File: src/rtl/param_flasher_pkg.sv
// Shared definitions for the lamp flasher: state codes and the level-width helper.
package param_flasher_pkg;

    typedef enum logic [2:0] {
        IDLE = 3'd0,
        UP1  = 3'd1,
        DN1  = 3'd2,
        UP2  = 3'd3,
        DN2  = 3'd4,
        UP3  = 3'd5,
        DN3  = 3'd6
    } state_t;

    // Ceiling log2; clog2(MX_LP+1) is the width needed to hold levels 0..MX_LP.
    function automatic int clog2(input int v);
        int r;
        int x;
        r = 0;
        x = v - 1;
        while (x > 0) begin
            r = r + 1;
            x = x >> 1;
        end
        return r;
    endfunction

endpackage

File: src/rtl/param_flasher_tick_gen.sv
// Step divider: tick fires on the last count of each DIV-clock period; hold freezes it.
module flash_tick_gen #(
    parameter int DIV = 1
) (
    input  logic clk,
    input  logic rst_n,
    input  logic hold,
    output logic tick
);

    localparam logic [15:0] LAST = 16'(DIV - 1);

    logic [15:0] cnt;

    assign tick = !hold && (cnt == LAST);

    always_ff @(posedge clk or negedge rst_n) begin
        if (!rst_n) begin
            cnt <= 16'd0;
        end else if (!hold) begin
            cnt <= (cnt == LAST) ? 16'd0 : cnt + 16'd1;
        end
    end

endmodule

File: src/rtl/param_flasher.sv
// Three-ramp lamp flasher: level counter driven by a tick-gated FSM, thermometer lamp output.
module param_flasher
    import param_flasher_pkg::*;
#(
    parameter int MX_LP  = 16,
    parameter int KB_1   = 5,
    parameter int PEAK_2 = 10,
    parameter int PEAK_3 = 5,
    parameter int DIV    = 1
) (
    input  logic             clk,
    input  logic             rst_n,
    input  logic             flick,
    input  logic             hold,
    output logic [MX_LP-1:0] lamp,
    output logic [2:0]       state,
    output logic             busy,
    output logic             done
);

    localparam int LW = clog2(MX_LP + 1);
    localparam logic [LW-1:0] MX_L = LW'(MX_LP);
    localparam logic [LW-1:0] KB_L = LW'(KB_1);
    localparam logic [LW-1:0] PK2_L = LW'(PEAK_2);
    localparam logic [LW-1:0] PK3_L = LW'(PEAK_3);
    localparam logic [LW-1:0] ZERO = '0;

    logic          tick;
    logic [LW-1:0] level;
    logic [LW-1:0] lv_up;
    logic [LW-1:0] lv_dn;
    logic [LW-1:0] lv_nxt;
    logic [2:0]    st_nxt;
    logic          done_nxt;

    flash_tick_gen #(.DIV(DIV)) u_tick (
        .clk   (clk),
        .rst_n (rst_n),
        .hold  (hold),
        .tick  (tick)
    );

    // Saturating steps keep the level inside 0..MX_LP even from a bad state.
    assign lv_up = (level == MX_L) ? level : level + 1'b1;
    assign lv_dn = (level == ZERO) ? level : level - 1'b1;

    always_comb begin
        st_nxt   = state;
        lv_nxt   = level;
        done_nxt = 1'b0;
        if (tick) begin
            case (state)
                IDLE: begin
                    if (flick) begin
                        lv_nxt = LW'(1);
                        st_nxt = UP1;
                    end else begin
                        lv_nxt = ZERO;
                    end
                end
                UP1: begin
                    lv_nxt = lv_up;
                    if (lv_up == MX_L) st_nxt = DN1;
                end
                DN1: begin
                    lv_nxt = lv_dn;
                    if (lv_dn == KB_L) st_nxt = flick ? UP1 : UP2;
                end
                UP2: begin
                    lv_nxt = lv_up;
                    if (lv_up == PK2_L) st_nxt = DN2;
                end
                DN2: begin
                    lv_nxt = lv_dn;
                    if (lv_dn == KB_L && flick) st_nxt = UP2;
                    else if (lv_dn == ZERO)     st_nxt = flick ? UP2 : UP3;
                end
                UP3: begin
                    lv_nxt = lv_up;
                    if (lv_up == PK3_L) st_nxt = DN3;
                end
                DN3: begin
                    lv_nxt = lv_dn;
                    if (lv_dn == ZERO) begin
                        st_nxt   = IDLE;
                        done_nxt = 1'b1;
                    end
                end
                default: begin
                    st_nxt = IDLE;
                    lv_nxt = ZERO;
                end
            endcase
        end
    end

    always_ff @(posedge clk or negedge rst_n) begin
        if (!rst_n) begin
            state <= IDLE;
            level <= ZERO;
            lamp  <= '0;
            busy  <= 1'b0;
            done  <= 1'b0;
        end else begin
            state <= st_nxt;
            level <= lv_nxt;
            busy  <= (st_nxt != IDLE);
            done  <= done_nxt;
            for (int i = 0; i < MX_LP; i++) begin
                lamp[i] <= (LW'(i) < lv_nxt);
            end
        end
    end

endmodule

File: config.mk
export PLATFORM = sky130hd
export DESIGN_NAME = param_flasher
export DESIGN_NICKNAME = d
export VERILOG_FILES = /design/src/rtl/param_flasher_pkg.sv /design/src/rtl/param_flasher_tick_gen.sv /design/src/rtl/param_flasher.sv
export SDC_FILE = /design/constraint.sdc
export NUM_CORES = 1
export LEC_CHECK = 0
export CORE_MARGIN = 3
export CORE_UTILIZATION = 45
export CTS_CLUSTER_DIAMETER = 50
export DETAILED_ROUTE_END_ITERATION = 6
export GPL_ROUTABILITY_DRIVEN = 1
export PLACE_DENSITY = 0.72
export SKIP_CTS_REPAIR_TIMING = 1
export SLEW_MARGIN = 20
export SYNTH_ARGS = -nofsm -noshare
export SYNTH_HDL_FRONTEND = slang
export SYNTH_SLANG_ARGS = --single-unit
File: constraint.sdc
create_clock -name clk -period 3.5 [get_ports clk]
set_input_delay 0.525 -clock clk [delete_from_list [all_inputs] [get_ports clk]]
set_output_delay 0.525 -clock clk [all_outputs]
set_load 0.01 [all_outputs]
Word-level counts from Yosys, hierarchy flattened:

Cells that the tools add are included.

* register bits: 42
* bits in latches: 0
* memory bits (writable): 0
* ROM bits: 0
* bits of input ports: 4
* output and inout port bits: 21
* logic and storage cells: 67
* memories kept: 0

* add/subtract/negate cells: 3
* multiply operators: 0
* divide/modulo/power cells: 0
* magnitude comparators: 16
* equality and inequality tests: 11
* shift-type cells: 0
* multiplexer cells: 21
* bitwise operators: 0
* reductions and logical operators: 10

Operators with widths (number)
* 4-bit by 5-bit less-than comparator with 1-bit output (first input constant): 8
* 3-bit two-way mux: 10
* 3-bit one-hot mux with 7 select lines: 1
* 3-bit by 5-bit less-than comparator with 1-bit output (first input constant): 4
* 16-bit by 1-bit adder with 16-bit output (second input constant): 1
* 16-bit zero test: 1
* 16-bit two-way mux: 1
* 5-bit two-way mux: 3
* 5-bit one-hot mux with 3 select lines: 1
* 5-bit by 3-bit == test with 1-bit output (second input constant): 2
* 5-bit == test (second input constant): 2
* 5-bit zero test: 2
* 1-bit by 5-bit less-than comparator with 1-bit output (first input constant): 2
* 2-bit by 5-bit less-than comparator with 1-bit output (first input constant): 2
* 3-bit == test (second input constant): 3
* 3-bit by 2-bit == test with 1-bit output (second input constant): 2
* 3-bit OR reduction: 2
* 5-bit by 1-bit adder with 5-bit output (second input constant): 1
* 5-bit by 4-bit == test with 1-bit output (second input constant): 1
* 5-bit by 1-bit subtractor with 5-bit output (second input constant): 1
* 1-bit two-way mux: 4
* 3-bit by 1-bit == test with 1-bit output (second input constant): 1
* 3-bit zero test: 1
* 3-bit nonzero test: 1
* 3 further kinds: 4

Longest topological paths before layout:

Gate-level depths: netlist of run 1.

* depth in word-level cells: 8
* gate-level depth with buffers: 12
* mapped depth without buffers: 9

Cells and area by module:

A second synthesis of run 1 with hierarchy kept.

* cell total of the unflattened synthesis: 244
* area total of the unflattened synthesis: 2387.3 sq um

Modules (own cells, without submodules)
* param_flasher: times used 1, cells an instance 171, area each 1599.0 sq um, sequential area each 625.6 sq um
* flash_tick_gen: times used 1, cells an instance 73, area each 788.3 sq um, sequential area each 400.4 sq um

Worst setup path after synthesis of run 1:

Ideal clock, no wire load.

* path kind: flip-flop to flip-flop
* start point: register level[0]
* end point: register busy
* setup time: 0.138 ns
* arrival: 2.630 ns
* required time: 3.362 ns
* slack: 0.732 ns
* stages on the path, launching flop included: 11
* path buffers: 2
* period minus slack after synthesis: 2.768 ns
* path through: dfrtp_1 clkbuf_1 inv_1 ha_1 buf_2 or3b_1 a311oi_2 nand2_1 nor2_1 a2111oi_0 or4b_1

* word-level cells in the longest chain between the ends: 8
* elaborated cells between the ends (all ways): 22
* classes of those cells: add/sub: 2; eq/ne: 5; mux: 11; reduce/logical: 4

Ends and longest elaborated chain
* start: declaration: line param_flasher.sv:29 `logic [LW-1:0] level;`
* start signal: assignment: line param_flasher.sv:106 `level <= lv_nxt;`
* 5-bit by 1-bit subtractor with 5-bit output / 5-bit zero test (equally long branches): line param_flasher.sv:45 `assign lv_dn = (level == ZERO) ? level : level - 1'b1;`
* 5-bit two-way mux: line param_flasher.sv:45
* 5-bit zero test / 5-bit by 3-bit == test with 1-bit output (equally long branches)
* 3-bit two-way mux / 1-bit logical AND (equally long branches): line param_flasher.sv:76, param_flasher.sv:75
* 3-bit two-way mux: line param_flasher.sv:75 `if (lv_dn == KB_L && flick) st_nxt = UP2;`
* 3-bit one-hot mux with 7 select lines (*): line param_flasher.sv:52 `case (state)`
* 3-bit two-way mux (*): line param_flasher.sv:51 `if (tick) begin`
* 3-bit nonzero test (*): line param_flasher.sv:107 `busy <= (st_nxt != IDLE);`
* end signal: assignment: line param_flasher.sv:107
* end: declaration: line param_flasher.sv:17 `output logic busy,`

Mark *: on every way between the ends. The rest lies on a longest branch, timed or not.
A chain may end at the register's enable or synchronous reset.

Worst setup path in the final report of run 1:

Same ends and word-level chain as after synthesis.

==> qor.csv, run 1 <==
stage,metric,value,unit
worst_setup_path,crit_type,register to register,
floorplanning,die_area,0.006290,sq mm
clocking,htreeDepth,2,
sta,timing_hold_violations_final,0,
floorplanning,die_h,79.31,um
synthesis,ys_types,66,
worst_setup_path,crit_slowest_cell,dfrtp_1,
worst_setup_path,cp_data_arrival_time,3.08,ns
clocking,cts_tree,yes,
synthesis,ys_warn_count,0,
sta,post-route-period-util,83.49,%
power,peakVddDrop,0.5190,mV
placed_design,hpwl,3.776,mm
clocking,cts_inserted_buffers,5,
job,drv_cap,0,
route,drc,0,
clocking,clk_pin_slew_worst_paths,0.08,ns
sta,finalCriticalPeriod,2.922,ns
layout,synthToLayoutAreaGrowth,16.09,%
layout,antenna_cells,0,
synthesis,synth_edf_count,0,
layout,final_common_cell,dfrtp_1,
route,ant_nets,0,
worst_setup_path,startpoint_type,register,
clocking,clock-sinks,41,
sta,setup-tns-final,0,ns
power,power_leakage,0.001111,uW
run_status,outcome,"complete, no violations",
layout,nets,279,
sta,clock-skew-final,0.007635,ns
synthesis,synth_area,0.002419,sq mm
sta,max_freq,0.3422,GHz
worst_setup_path,rrSetupSlack,0.58,ns
route,drt_iter0_drc,111,
sta,rsz0062_at_grt,no,
sta,worstMarginPinSlew,0.8841,ns
worst_setup_path,critPathCaptureType,register,
clocking,clockBufferDepth,2,
worst_setup_path,max_stage_delay,0.58,ns
sta,maxSlewHeadroom,41.06,%
worst_setup_path,path_cells,"inv_1, ha_1, or3b_1, a311oi_2, nand2_1, nor2_1, a2111oi_0, or4b_1",
layout,layout_common_cells,"dfrtp_1, nand2_1, clkdlybuf4s50_1",
placed_design,port_buffers,24,
clocking,clock_latency,0.29,ns
floorplanning,start_util,47.05,%
floorplanning,fp.coreArea,0.005140,sq mm
synthesis,synth_nets,260,
layout,finish.utilization,54.63,%
sta,setup-violations-final,0,
synthesis,ys.flop_type,dfrtp_1,
placed_design,routabilityCongestion,0.9872,
worst_setup_path,path_max_fanout,15,
synthesis,yosysSeqAreaShare,42.42,%
route,vias_per_cell,5.712,
route,drt_wl_total,5.222,mm
synthesis,synthArstFlopShare,100.0,%
route,wire_per_inst,15.36,um
global_routing,grt_pass1_wl,8.921,mm
route,vias,1942,
layout,drive_gt1_share,8.889,%
power,powerDensity,744.3,mW/mm^2
sta,drv_slew,0,
floorplanning,rows,26,
synthesis,synth_area_per_cell,9.674,sq um
synthesis,ys_ff_latch,41,
worst_setup_path,crit_required,3.66,ns
synthesis,syn_inst,250,
global_routing,overflow,0,
clocking,root_buffer,clkbuf_8,
global_routing,grtUsageTotal,17.90,%
global_routing,grt_pass1_vias,1864,
global_routing,grt_max_degree,42,
hold_path,hp-class,input port to asynchronous set/reset pin,
floorplanning,ios,25,
worst_setup_path,reg2reg_depth,8,
global_routing,grt_antenna_before_repair,0,
route,first_pass_iters,4,
floorplanning,fp.dieW,79.31,um
[synthesized netlist by cell type, drive strengths merged (6+ instances only)]
library cell   n  share of area (%)
buf            6                1.6
nor2b          6                1.6
nand4          6                1.8
o21ai         17                3.5
dfrtp         41                 42
nand2         23                3.6
nor2          10                1.6
nand3         12                2.5
a21oi          6                1.2
clkbuf         8                1.2
xnor2         13                4.7
ha             6                3.1
inv           10                1.6
[report_power, final]
group          switching (uW)  internal, uW
Sequential                166           572
Combinational             530           431
Clock                     160           232
[final timing paths]
kind | start | to
setup reg to reg | level[0] | busy
hold / removal | rst_n | u_tick.cnt[4]
setup / recovery | level[0] | busy
max in group asynchronous | rst_n | done
hold reg to reg | u_tick.cnt[15] | u_tick.cnt[15]
min in group clk | u_tick.cnt[15] | u_tick.cnt[15]
[state kept, by name (all words and copies together), names as in the netlist]
register    count
done            1
level           4
lamp           16
busy            1
state           3
u_tick.cnt     16
[cell families after synthesis]
| logic type | after synthesis | synth area share [%] |
|---|---|---|
| buf+inv | 24 | 4.398 |
| fa+ha+maj | 6 | 3.104 |
| simple gates | 102 | 25.66 |
| flops | 41 | 42.42 |
| mux | 2 | 0.8278 |
| compound gates | 60 | 18.16 |
| xor+xnor | 15 | 5.432 |
[per-stage QoR]
step / setup slack [ns] / hold WS [ns] / std cells / total power, uW / area, sq um
floorplan: 0.7317 / 0.2294 / 250 / 1390 / 2419
global placement: 0.6341 / 0.4899 / 332 / 1686 / 2688
detailed placement: 0.5124 / 0.4939 / 332 / 1696 / 2688
CTS: 0.5814 / 0.3803 / 340 / 2094 / 2808
global route: 0.3234 / 0.3998 / 340 / 2242 / 2808
finish: 0.5780 / 0.3470 / 340 / 2090 / 2808
[routing by layer]
metal	routed length, um	global-route usage, %	up-vias
li1	-	-	955
met1	2540	25.96	930
met2	2360	25.76	48
met3	232	4.422	9
met4	89	6.529	0
met5	0	0	-
[worst max-delay path, delay by kind of cell (launching register included)]
kind                     cells  cell delay [ns]
buffers and inverters        1             0.19
adder cells (fa/ha/maj)      1             0.35
flip-flops                   1             0.58
AO/OA/AOI/OAI                2             0.50
AND/OR/NAND/NOR              4             1.16
[layout make-up]
class,instances,area (sq um)
flip-flops and latches,41,1026
clock buffers,6,82.58
well taps,70,87.58
inverters,10,37.54
repair buffers,26,250.2
multi-input cells,185,1286
fillers,470,2332
clock inverters,2,37.54
(Power assumes the default switching activity.)
==> run 2: changes to the inputs <==
Settings changed: PLACE_DENSITY 0.72 to 0.74.
Clock period 3.5 ns to 2.6 ns, I/O delays scaled along.
==> run 2 against run 1 <==
Largest cell class unchanged. Final cell count rose by 4.4%. Total power rose by 48%. Design area rose by 5.7%. Global-route usage rose by 0.66 points. Fmax rose by 22%. Combinational power rose by 64%. Non-clock buffer count rose by 15. Utilization rose by 3.1 points. Via count rose by 3.3%. Largest power group unchanged. Clock skew rose by 0.0048 ns.
==> qor.csv, run 2 (synthesis results as in run 1) <==
stage,metric,value,unit,change
run_status,outcome,"complete, no violations",,unchanged
global_routing,met1_usage,25.00,%,was 25.96%
clocking,root_buffer,clkbuf_8,,unchanged
worst_setup_path,reg2reg_from,level[0],,unchanged
route,ant_nets,0,,unchanged
layout,synthToLayoutAreaGrowth,22.66,%,was 16.09%
clocking,clk_pin_slew_worst_paths,0.08,ns,about the same
worst_setup_path,crit_slowest_cell,or4b_1,,was dfrtp_1
power,power_leakage,0.001204,uW,was 0.001111 uW
sta,worstMarginPinSlew,0.8654,ns,was 0.8841 ns
worst_setup_path,max_stage_delay,0.45,ns,was 0.58 ns
power,switching_share,39.36,%,was 40.94%
global_routing,use_met2,28.62,%,was 25.76%
layout,final_common_cell,dfrtp_1,,unchanged
global_routing,grt_max_degree,42,,unchanged
route,vias_per_cell,5.654,,was 5.712
power,p_comb_share,51.3,%,was 46.0%
layout,nFillCells,468,,was 470
power,peakVddDrop,0.6180,mV,was 0.5190 mV
route,wire_per_inst,15.15,um,was 15.36 um
route,drc,0,,unchanged
sta,max_freq,0.4161,GHz,was 0.3422 GHz
clocking,clockBufferDepth,2,,unchanged
worst_setup_path,critPathCaptureType,register,,unchanged
floorplanning,die_h,79.31,um,unchanged
global_routing,grt_pass1_vias,1935,,"was 1,864"
layout,reg_top3,"lamp: 16 flops, u_tick.cnt: 16 flops, level: 4 flops",,unchanged
power,intPower,1873,uW,was 1234 uW
hold_path,hp-class,input port to asynchronous set/reset pin,,unchanged
worst_setup_path,cp_data_arrival_time,2.57,ns,was 3.08 ns
worst_setup_path,crit_required,2.77,ns,was 3.66 ns
worst_setup_path,crit_buf_inv,1,,unchanged
placed_design,routabilityCongestion,0.9137,,was 0.9872
route,vias,2007,,"was 1,942"
route,first_pass_iters,5,,was 4
power,pwr-share-clk,19.8,%,was 18.7%
global_routing,grt_antenna_before_repair,0,,unchanged
worst_setup_path,path_cells,"buf_4, ha_1, nand3_1, o32ai_1, or2_2, and3_1, o21a_1, or4b_1",,"was inv_1, ha_1, or3b_1, a311oi_2, nand2_1, nor2_1, a2111oi_0, or4b_1"
clocking,htreeDepth,2,,unchanged
clocking,clock-sinks,41,,unchanged
floorplanning,die_area,0.006290,sq mm,unchanged
global_routing,grt_pass1_wl,9.177,mm,was 8.921 mm
sta,worst_slack,0.1965,ns,was 0.5780 ns
power,p_switching,1215,uW,was 855.5 uW
sta,post-route-period-util,92.44,%,was 83.49%
route,drt_wl_total,5.377,mm,was 5.222 mm
floorplanning,fp.dieW,79.31,um,unchanged
sta,clock-skew-final,0.01246,ns,was 0.007635 ns
job,drv_cap,0,,unchanged
power,power.total,3088,uW,was 2090 uW
sta,rsz0062_at_grt,yes,,was no
layout,antenna_cells,0,,unchanged
layout,layout_common_cells,"dfrtp_1, nand2_1, clkdlybuf4s50_1",,unchanged
worst_setup_path,startpoint_type,register,,unchanged
global_routing,overflow,0,,unchanged
power,powerDensity,1041,mW/mm^2,was 744.3 mW/mm^2
layout,drive_gt1_share,14.74,%,was 8.889%
worst_setup_path,crit_type,register to register,,unchanged
clocking,cts_tree,yes,,unchanged
sta,finalCriticalPeriod,2.404,ns,was 2.922 ns
sta,drv_slew,0,,unchanged
power,pwr-share-seq,28.9,%,was 35.3%
placed_design,dpl_worst_slack,0.1630,ns,was 0.5124 ns
placed_design,port_buffers,24,,unchanged
clocking,cts_inserted_buffers,5,,unchanged
layout,nets,294,,was 279
clocking,clock_latency,0.30,ns,was 0.29 ns
sta,setup-violations-final,0,,unchanged
floorplanning,rows,26,,unchanged
route,drt_iter0_drc,97,,was 111
floorplanning,start_util,47.05,%,unchanged
worst_setup_path,worstSetupStartpoint,level[0],,unchanged
sta,whs,0.2035,ns,was 0.3470 ns
sta,maxSlewHeadroom,42.31,%,was 41.06%
worst_setup_path,crit_family,simple AND/OR/NAND/NOR gates,,unchanged
sta,timing_hold_violations_final,0,,unchanged
floorplanning,fp.coreArea,0.005140,sq mm,unchanged
worst_setup_path,path_max_fanout,14,,was 15
global_routing,grtUsageTotal,18.56,%,was 17.90%
global_routing,met3_usage,5.329,%,was 4.422%
global_routing,busiest_layer,met2,,was met1
floorplanning,ios,25,,unchanged
placed_design,hpwl,3.829,mm,was 3.776 mm
-- run 2: final cells by class --
class / count / area (sq um) / area share, %
Clock inverter: 3 / 68.82 / 2.320
Tap cell: 70 / 87.58 / 2.952
Clock buffer: 5 / 68.82 / 2.320
Timing Repair Buffer: 41 / 362.8 / 12.23
Inverter: 10 / 37.54 / 1.265
Multi-Input combinational cell: 185 / 1315 / 44.33
Sequential cell: 41 / 1026 / 34.58
-- run 2: routing by layer --
layer,share of wire [%],routed length [um]
met1,45,2423
met2,47,2534
met3,6.9,372
met4,0.86,46
met5,0,0
-- run 2: power groups by stage --
stage                     sequential (uW)  clock (uW)  combinational, uW
after floorplan                       922           0                965
after global placement                895           0               1520
after detailed placement              898           0               1540
after CTS                             888         622               1550
after global routing                  916         648               1740
final                                 892         613               1580
-- run 2: final timing paths --
| kind | to | slack [ns] | depth (start not counted) |
|---|---|---|---|
| min reg2reg | u_tick.cnt[15] | 0.51 | 1 |
| max reg2reg | busy | 0.20 | 8 |
| min in group clk | u_tick.cnt[15] | 0.51 | 1 |
| max | busy | 0.20 | 8 |
| max in group asynchronous | state[1] | 1.86 | 1 |
| min | u_tick.cnt[5] | 0.20 | 1 |
-- run 2: per-stage QoR --
stage / utilization, % / instance area (sq um) / setup TNS, ns / instances
finish: 57.72 / 2967 / 0 / 355
global route: 57.72 / 2967 / -0.01282 / 355
CTS: 57.16 / 2938 / 0 / 355
detailed placement: 54.48 / 2800 / 0 / 347
global placement: 54.48 / 2800 / 0 / 347
floorplan: - / 2429 / 0 / 250
==> run 3: changes to the inputs <==
Settings changed: CAP_MARGIN set to 20, CTS_BUF_LIST set to sky130_fd_sc_hd__clkbuf_16.
==> run 3 against run 2 <==
Utilization increased by 1.1 points. Clock power rose by 30%. Total power is 6.1% higher. Combinational power barely moved. Via count up 0.55%. Worst setup slack better by 0.0028 ns. Die area is the same.
==> qor.csv, run 3 (synthesis results as in run 1) <==
stage,metric,value,unit,change
worst_setup_path,crit_type,register to register,,unchanged
global_routing,grt_max_degree,42,,unchanged
worst_setup_path,max_stage_delay,0.45,ns,about the same
placed_design,hpwl,3.829,mm,unchanged
clocking,clock-sinks,41,,unchanged
hold_path,hp-class,input port to asynchronous set/reset pin,,unchanged
power,power.total,3277,uW,was 3088 uW
layout,synthToLayoutAreaGrowth,24.99,%,was 22.66%
job,drv_cap,0,,unchanged
sta,maxSlewHeadroom,42.17,%,was 42.31%
clocking,htreeDepth,2,,unchanged
placed_design,port_buffers,24,,unchanged
route,vias,2018,,"was 2,007"
floorplanning,die_h,79.31,um,unchanged
worst_setup_path,crit_buf_inv,1,,unchanged
route,drc,0,,unchanged
route,drt_wl_total,5.372,mm,was 5.377 mm
sta,drv_slew,0,,unchanged
clocking,cts_inserted_buffers,5,,unchanged
worst_setup_path,startpoint_type,register,,unchanged
sta,whs,0.2224,ns,was 0.2035 ns
sta,max_freq,0.4165,GHz,was 0.4161 GHz
worst_setup_path,crit_slowest_cell,or4b_1,,unchanged
placed_design,routabilityCongestion,0.9137,,unchanged
worst_setup_path,path_max_fanout,14,,unchanged
clocking,clk_pin_slew_worst_paths,0.06,ns,was 0.08 ns
clocking,root_buffer,clkbuf_16,,was clkbuf_8
layout,reg_top3,"lamp: 16 flops, u_tick.cnt: 16 flops, level: 4 flops",,unchanged
clocking,clock_latency,0.28,ns,was 0.30 ns
route,drt_iter0_drc,127,,was 97
route,vias_per_cell,5.685,,was 5.654
sta,post-route-period-util,92.34,%,was 92.44%
sta,clock-skew-final,0.005194,ns,was 0.01246 ns
sta,setup-violations-final,0,,unchanged
route,ant_nets,0,,unchanged
floorplanning,fp.coreArea,0.005140,sq mm,unchanged
floorplanning,fp.dieW,79.31,um,unchanged
global_routing,overflow,0,,unchanged
floorplanning,die_area,0.006290,sq mm,unchanged
run_status,outcome,"complete, no violations",,unchanged
power,peakVddDrop,0.6353,mV,was 0.6180 mV
worst_setup_path,critPathCaptureType,register,,unchanged
layout,drive_gt1_share,14.74,%,unchanged
worst_setup_path,crit_cells,8,,unchanged
power,powerDensity,1084,mW/mm^2,was 1041 mW/mm^2
sta,timing_hold_violations_final,0,,unchanged
global_routing,grtUsageTotal,18.65,%,was 18.56%
sta,worstMarginPinSlew,0.8674,ns,was 0.8654 ns
layout,antenna_cells,0,,unchanged
layout,final_common_cell,dfrtp_1,,unchanged
layout,layout_common_cells,"dfrtp_1, nand2_1, clkdlybuf4s50_1",,unchanged
floorplanning,ios,25,,unchanged
worst_setup_path,crit_family,simple AND/OR/NAND/NOR gates,,unchanged
worst_setup_path,crit_required,2.75,ns,was 2.77 ns
layout,finish.utilization,58.81,%,was 57.72%
layout,nets,294,,unchanged
route,wire_per_inst,15.13,um,was 15.15 um
worst_setup_path,cp_data_arrival_time,2.55,ns,was 2.57 ns
power,power_leakage,0.001230,uW,was 0.001204 uW
worst_setup_path,path_cells,"buf_4, ha_1, nand3_1, o32ai_1, or2_2, and3_1, o21a_1, or4b_1",,unchanged
global_routing,grt_pass1_vias,1938,,"was 1,935"
sta,finalCriticalPeriod,2.401,ns,was 2.404 ns
layout,final_cells,355,,unchanged
placed_design,dp.cells,347,,unchanged
global_routing,grt_antenna_before_repair,0,,unchanged
clocking,cts_tree,yes,,unchanged
worst_setup_path,reg2reg_depth,8,,unchanged
floorplanning,start_util,47.05,%,unchanged
floorplanning,rows,26,,unchanged
layout,nFillCells,458,,was 468
route,first_pass_iters,4,,was 5
global_routing,grt_pass1_wl,9.287,mm,was 9.177 mm
clocking,clockBufferDepth,2,,unchanged
-- run 3: cell types whose count changed in the layout (fill, tap and decap cells not counted) --
cell / previous run / this run
clkbuf_8: 5 / 0
clkbuf_16: 0 / 5
-- run 3: worst reg2reg max path: cells and delay by family (launching register included) --
| kind | cells | cell delay [ns] |
|---|---|---|
| adder cells (fa/ha/maj) | 1 | 0.26 |
| AO/OA/AOI/OAI | 2 | 0.32 |
| AND/OR/NAND/NOR | 4 | 1.14 |
| flip-flops | 1 | 0.37 |
| buffers and inverters | 1 | 0.18 |
-- run 3: power by group --
part | internal [uW] | total, uW | leakage (uW) | switching [uW]
logic | 715 | 1590 | 0.000658 | 873
clock network | 553 | 795 | 0.0000944 | 242
registers | 773 | 894 | 0.000477 | 121
total | 2040 | 3280 | 0.00123 | 1240
-- run 3: metrics by stage --
step	setup slack, ns	cell area [sq um]	TNS, ns
after global placement	0.1546	2800	0
after floorplan	0.01509	2429	0
final	0.1993	3023	0
after CTS	0.1459	2994	0
after global routing	-0.0001044	3023	-0.0001044
after detailed placement	0.1630	2800	0
-- run 3: worst paths after layout --
kind                                startpoint        endpoint  slack, ns
worst max-delay path                  level[0]            busy       0.20
worst min-delay path                     rst_n   u_tick.cnt[5]       0.22
worst max register to register        level[0]            busy       0.20
worst min register to register  u_tick.cnt[15]  u_tick.cnt[15]       0.50
max in group asynchronous                rst_n        level[2]       1.83
min in group clk                u_tick.cnt[15]  u_tick.cnt[15]       0.50
-- run 3: metal layers --
layer  wire length, um  up-vias  track usage (%)
met5                 0        -                0
met4                23        0            5.155
met3               362        2            5.669
met2              2558       68            28.87
met1              2427      967            25.34
li1                  -      981                -
-- run 3: final cells by class --
type                    instances  area [sq um]  area share, %
well taps                      70         87.58          2.897
flip-flops and latches         41          1026          33.94
multi-input cells             185          1315          43.50
repair buffers                 41         362.8          12.00
clock buffers                   5         125.1          4.139
inverters                      10         37.54          1.242
clock inverters                 3         68.82          2.276
